[src/rtl/demux_pkg.sv]
// +--------------------------------------------------------------------------+
// | demux_pkg : shared constants and types for the two-way stream demux.     |
// | Revision  : 1.0                                                          |
// +--------------------------------------------------------------------------+
`default_nettype none

package demux_pkg;
  localparam int DEFAULT_WIDTH = 4;

  typedef logic dest_t;

  localparam dest_t DEST_OUT0 = 1'b0;
  localparam dest_t DEST_OUT1 = 1'b1;
endpackage

`default_nettype wire

[src/rtl/stream_hold_reg.sv]
// +--------------------------------------------------------------------------+
// | stream_hold_reg : single-entry valid/ready holding register (load/drain).|
// | Revision        : 1.0                                                    |
// +--------------------------------------------------------------------------+
`default_nettype none

module stream_hold_reg #(
  parameter int WIDTH = 4
) (
  input  logic             clk,
  input  logic             reset,
  input  logic             load_valid_i,
  output logic             load_ready_o,
  input  logic [WIDTH-1:0] load_data_i,
  output logic             out_valid_o,
  input  logic             out_ready_i,
  output logic [WIDTH-1:0] out_data_o
);

  logic             valid_q, valid_d;
  logic [WIDTH-1:0] data_q, data_d;
  logic             load;

  // Accept when empty, or when the held beat leaves in this same cycle.
  assign load_ready_o = ~valid_q | out_ready_i;
  assign load         = load_valid_i & load_ready_o;

  always_comb begin
    valid_d = valid_q;
    data_d  = data_q;
    if (load) begin
      valid_d = 1'b1;
      data_d  = load_data_i;
    end else if (out_ready_i) begin
      valid_d = 1'b0;
    end
  end

  always_ff @(posedge clk or posedge reset) begin
    if (reset) begin
      valid_q <= 1'b0;
      data_q  <= '0;
    end else begin
      valid_q <= valid_d;
      data_q  <= data_d;
    end
  end

  assign out_valid_o = valid_q;
  assign out_data_o  = data_q;

endmodule

`default_nettype wire

[src/rtl/stream_demux_2.sv]
// +--------------------------------------------------------------------------+
// | stream_demux_2 : routes a valid/ready stream to one of two outputs.      |
// | Optional per-output transfer counters with STREAM_DEMUX_2_COUNT_EN.       |
// | Revision       : 1.0                                                     |
// +--------------------------------------------------------------------------+
`default_nettype none

module stream_demux_2
  import demux_pkg::*;
#(
  parameter int WIDTH = DEFAULT_WIDTH
) (
  input  logic             clk,
  input  logic             reset,
  input  logic             in_valid,
  output logic             in_ready,
  input  logic [WIDTH-1:0] in_data,
  input  dest_t            in_sel,
  output logic             out0_valid,
  input  logic             out0_ready,
  output logic [WIDTH-1:0] out0_data,
  output logic             out1_valid,
  input  logic             out1_ready,
  output logic [WIDTH-1:0] out1_data
`ifdef STREAM_DEMUX_2_COUNT_EN
  ,
  output logic [7:0]       cnt0,
  output logic [7:0]       cnt1
`endif
);

  logic load0_valid, load1_valid;
  logic load0_ready, load1_ready;

  assign load0_valid = in_valid & (in_sel == DEST_OUT0);
  assign load1_valid = in_valid & (in_sel == DEST_OUT1);
  assign in_ready    = (in_sel == DEST_OUT1) ? load1_ready : load0_ready;

  stream_hold_reg #(.WIDTH(WIDTH)) u_hold0 (
    .clk          (clk),
    .reset        (reset),
    .load_valid_i (load0_valid),
    .load_ready_o (load0_ready),
    .load_data_i  (in_data),
    .out_valid_o  (out0_valid),
    .out_ready_i  (out0_ready),
    .out_data_o   (out0_data)
  );

  stream_hold_reg #(.WIDTH(WIDTH)) u_hold1 (
    .clk          (clk),
    .reset        (reset),
    .load_valid_i (load1_valid),
    .load_ready_o (load1_ready),
    .load_data_i  (in_data),
    .out_valid_o  (out1_valid),
    .out_ready_i  (out1_ready),
    .out_data_o   (out1_data)
  );

`ifdef STREAM_DEMUX_2_COUNT_EN
  logic [7:0] cnt0_q, cnt1_q;

  // Counters wrap naturally at 8 bits.
  always_ff @(posedge clk or posedge reset) begin
    if (reset) begin
      cnt0_q <= 8'd0;
      cnt1_q <= 8'd0;
    end else begin
      if (out0_valid && out0_ready) cnt0_q <= cnt0_q + 8'd1;
      if (out1_valid && out1_ready) cnt1_q <= cnt1_q + 8'd1;
    end
  end

  assign cnt0 = cnt0_q;
  assign cnt1 = cnt1_q;
`endif

endmodule

`default_nettype wire

[config.mk]
export PLATFORM = sky130hd
export DESIGN_NAME = stream_demux_2
export DESIGN_NICKNAME = d
export VERILOG_FILES = /design/src/rtl/demux_pkg.sv /design/src/rtl/stream_hold_reg.sv /design/src/rtl/stream_demux_2.sv
export SDC_FILE = /design/constraint.sdc
export NUM_CORES = 1
export LEC_CHECK = 0
export ABC_AREA = 1
export CAP_MARGIN = 10
export CORE_AREA = 10 10 47 49
export DETAILED_ROUTE_END_ITERATION = 8
export DIE_AREA = 0 0 57 59
export GPL_ROUTABILITY_DRIVEN = 1
export PLACE_DENSITY_LB_ADDON = 0.2
export SYNTH_ARGS = -nofsm -noshare
export SYNTH_HDL_FRONTEND = slang
export SYNTH_SLANG_ARGS = --single-unit
[constraint.sdc]
create_clock -name clk -period 1.3 [get_ports clk]
set_input_delay 0.26 -clock clk [delete_from_list [all_inputs] [get_ports clk]]
set_output_delay 0.26 -clock clk [all_outputs]
set_load 0.01 [all_outputs]
==> qor.txt <==
Worst setup EP type = primary output
Critical path startpoint category = flop
Initial antenna violation count = 0
Dpl cells = 90
First-pass GRT wire length = 1814 um
Number of global-route vias before repair = 401
TritonRoute pass-1 iters = 4
Static Leak = 0.4022 nW
H-tree depth = 1
Starting Density = 31.43%
Worst R2R End = u_hold0.out_data_o[1]$_DFFE_PP0P_
Synth Area in Adders = 0%
Antenna diode instance count = 0
XOR/XNOR Fraction of Synth Area = 0%
Largest family of logic cells by synthesized area = simple AND/OR/NAND/NOR gates
Drc violations = 0
P&R area growth vs syn = 61.36%
Critical path type = reg -> out
Tmin final = 1232 ps
Simple-gate share of the synthesized area = 36.93%
Max IR drop VDD = 0.0005883 V
#FFs+latches synth = 10
Final WL = 1038 um
Post-DR wirelength/cell = 11.04 um
Count of unique library cells instantiated by Yosys = 10
Fin crit share = 94.79%
Area of the core = 0.001401 sq mm
Largest net degree at the start of global routing = 11
Compound-Gate Fraction of Synth Area = 1.705%
Synthesized Nets = 59
Setup-failing EPs final = 0
Slew headroom = 75.64%
Fin nets = 90
Commonest non-fill, non-tap cell in the layout = nand2_1
CTS buffer count = 3
Initial drt markers = 13
Clock buffer depth = 2
Slew Viols, Final = 0
Via density = 4.362
Hpwl dp = 860.9 um
Req. time, crit path = 1040 ps
Status = finished clean
Layout Cells excl Fill = 94
Post-route ant nets = 0
Count of max-cap constraint violations = 0
Mapped Avg Cell Area = 8.988 sq um
Setup TNS = 0 ps
Root Driver = clkbuf_4
Highest Clock Rate = 811.5 MHz
Slew at the pin closest to its max-slew limit = 365.0 ps
Pwr dens = 1106 mW/mm^2
Clk sink count = 10
Worst R2R Start = u_hold0.out_valid_o$_DFFE_PP0P_
Die Span Y = 59 um
Unrepaired setup endpoints after global routing = true
Worst EP arrival = 970 ps
Final hold vios = 0
Rows = 14
R2R cell count = 6
Share of layout cells above drive strength 1 = 24.36%
WHS = 266.4 ps
GRT Overall Usage = 7.158%
Clock Latency Late Sink = 260 ps
Boundary Pins = 21
Grt ovf = 0
Yosys warnings = 0
Critical Path Fanout Max = 2
Placer Congestion = 0.6811
HP Class = in -> async
Reg2reg setup slack = 330 ps
PortBufs = 20
Final core utilization = 50.71%
Sequential fraction of the synthesis area = 56.82%
Mux cell area share after synthesis = 0%
Most frequent cells in the layout = nand2_1, dlygate4sd2_1, dfrtp_1, nand3_1
CTS clk-pin slew, worst paths = 60 ps
Clk_skew = 0.1480 ps
Die Area = 0.003363 sq mm
CTS tree = yes
Die X-Extent = 57 um
Cells after synthesis = 49
Cell Area, Synth = 440.4 sq um
Hold_buf cts = 0
Routed vias = 410
[flip-flops by register name (all words and copies together) (netlist names)]
| register | count |
|---|---|
| u_hold0.out_data_o | 4 |
| u_hold0.out_valid_o | 1 |
| u_hold1.out_data_o | 4 |
| u_hold1.out_valid_o | 1 |
[power breakdown]
| group | internal (mW) | switching [mW] | total, mW | leakage, nW |
|---|---|---|---|---|
| registers | 0.356 | 0.0200 | 0.376 | 0.123 |
| clock network | 0.106 | 0.0935 | 0.200 | 0.0138 |
| logic | 0.106 | 0.105 | 0.210 | 0.265 |
| total | 0.568 | 0.218 | 0.786 | 0.402 |
[worst max path at each step]
stage	start	to	slack (ps)
6_report	u_hold0.out_valid_o$_DFFE_PP0P_	in_ready	70
3_5_place_dp	out1_ready	in_ready	-470
4_1_cts	out0_ready	in_ready	-30
2_1_floorplan	u_hold0.out_valid_o$_DFFE_PP0P_	in_ready	290
3_3_place_gp	out1_ready	in_ready	-450
5_1_grt	u_hold0.out_valid_o$_DFFE_PP0P_	in_ready	-20
[per-layer routing]
layer	vias up	wire length [um]	global-route usage, %
met5	-	0	0
met4	0	23	4.027
met3	5	138	6.438
met2	13	463	10.08
met1	181	412	6.960
li1	211	-	-
[final cells by class]
class	count	area, sq um
tap	16	20.02
inverter	5	21.27
timing repair buffer	26	224.0
clock buffer	3	22.52
sequential	10	250.2
multi-input combinational	34	172.7
fill	157	690.7
[cells in the mapped netlist]
library cell | n | area (sq um)
nor2_4 | 1 | 11.26
dfrtp_1 | 10 | 250.2
nand3_1 | 9 | 45.04
o21a_1 | 1 | 7.510
nand2_2 | 2 | 12.51
inv_1 | 3 | 11.26
clkinv_1 | 1 | 3.750
clkinv_2 | 1 | 5.000
nand2_4 | 2 | 22.52
nand2_1 | 19 | 71.32
[worst max-delay path: stages, from the launching register on]
cell and delay (ps):
dfrtp_1 350, nand2_2 60, o21a_1 180, buf_2 130
[timing repair]
action,4_1_cts,5_1_grt
endpoints found under the hold margin,0,0
endpoints found under the setup margin,11,2
buffers inserted,0,1
pin swaps,0,2
resized for setup,19,2
[per-stage QoR]
| step | worst slack (ps) | cell area [sq um] | total power, mW |
|---|---|---|---|
| 2_1_floorplan | 293.4 | 440.4 | 0.4755 |
| 3_3_place_gp | -447.0 | 698.2 | 0.6313 |
| 3_5_place_dp | -467.2 | 698.2 | 0.6330 |
| 4_1_cts | -32.46 | 705.7 | 0.8041 |
| 5_1_grt | -22.02 | 710.7 | 0.8530 |
| 6_report | 67.70 | 710.7 | 0.7863 |
[cell families (layout without fill, tap and decap cells)]
family                 count (synthesis)  in the layout
AOI/OAI and AO/OA                      1              1
buffers and inverters                  5             34
DFF                                   10             10
and+or+nand+nor                       33             33
No activity file was read; power rests on OpenSTA's default activity.
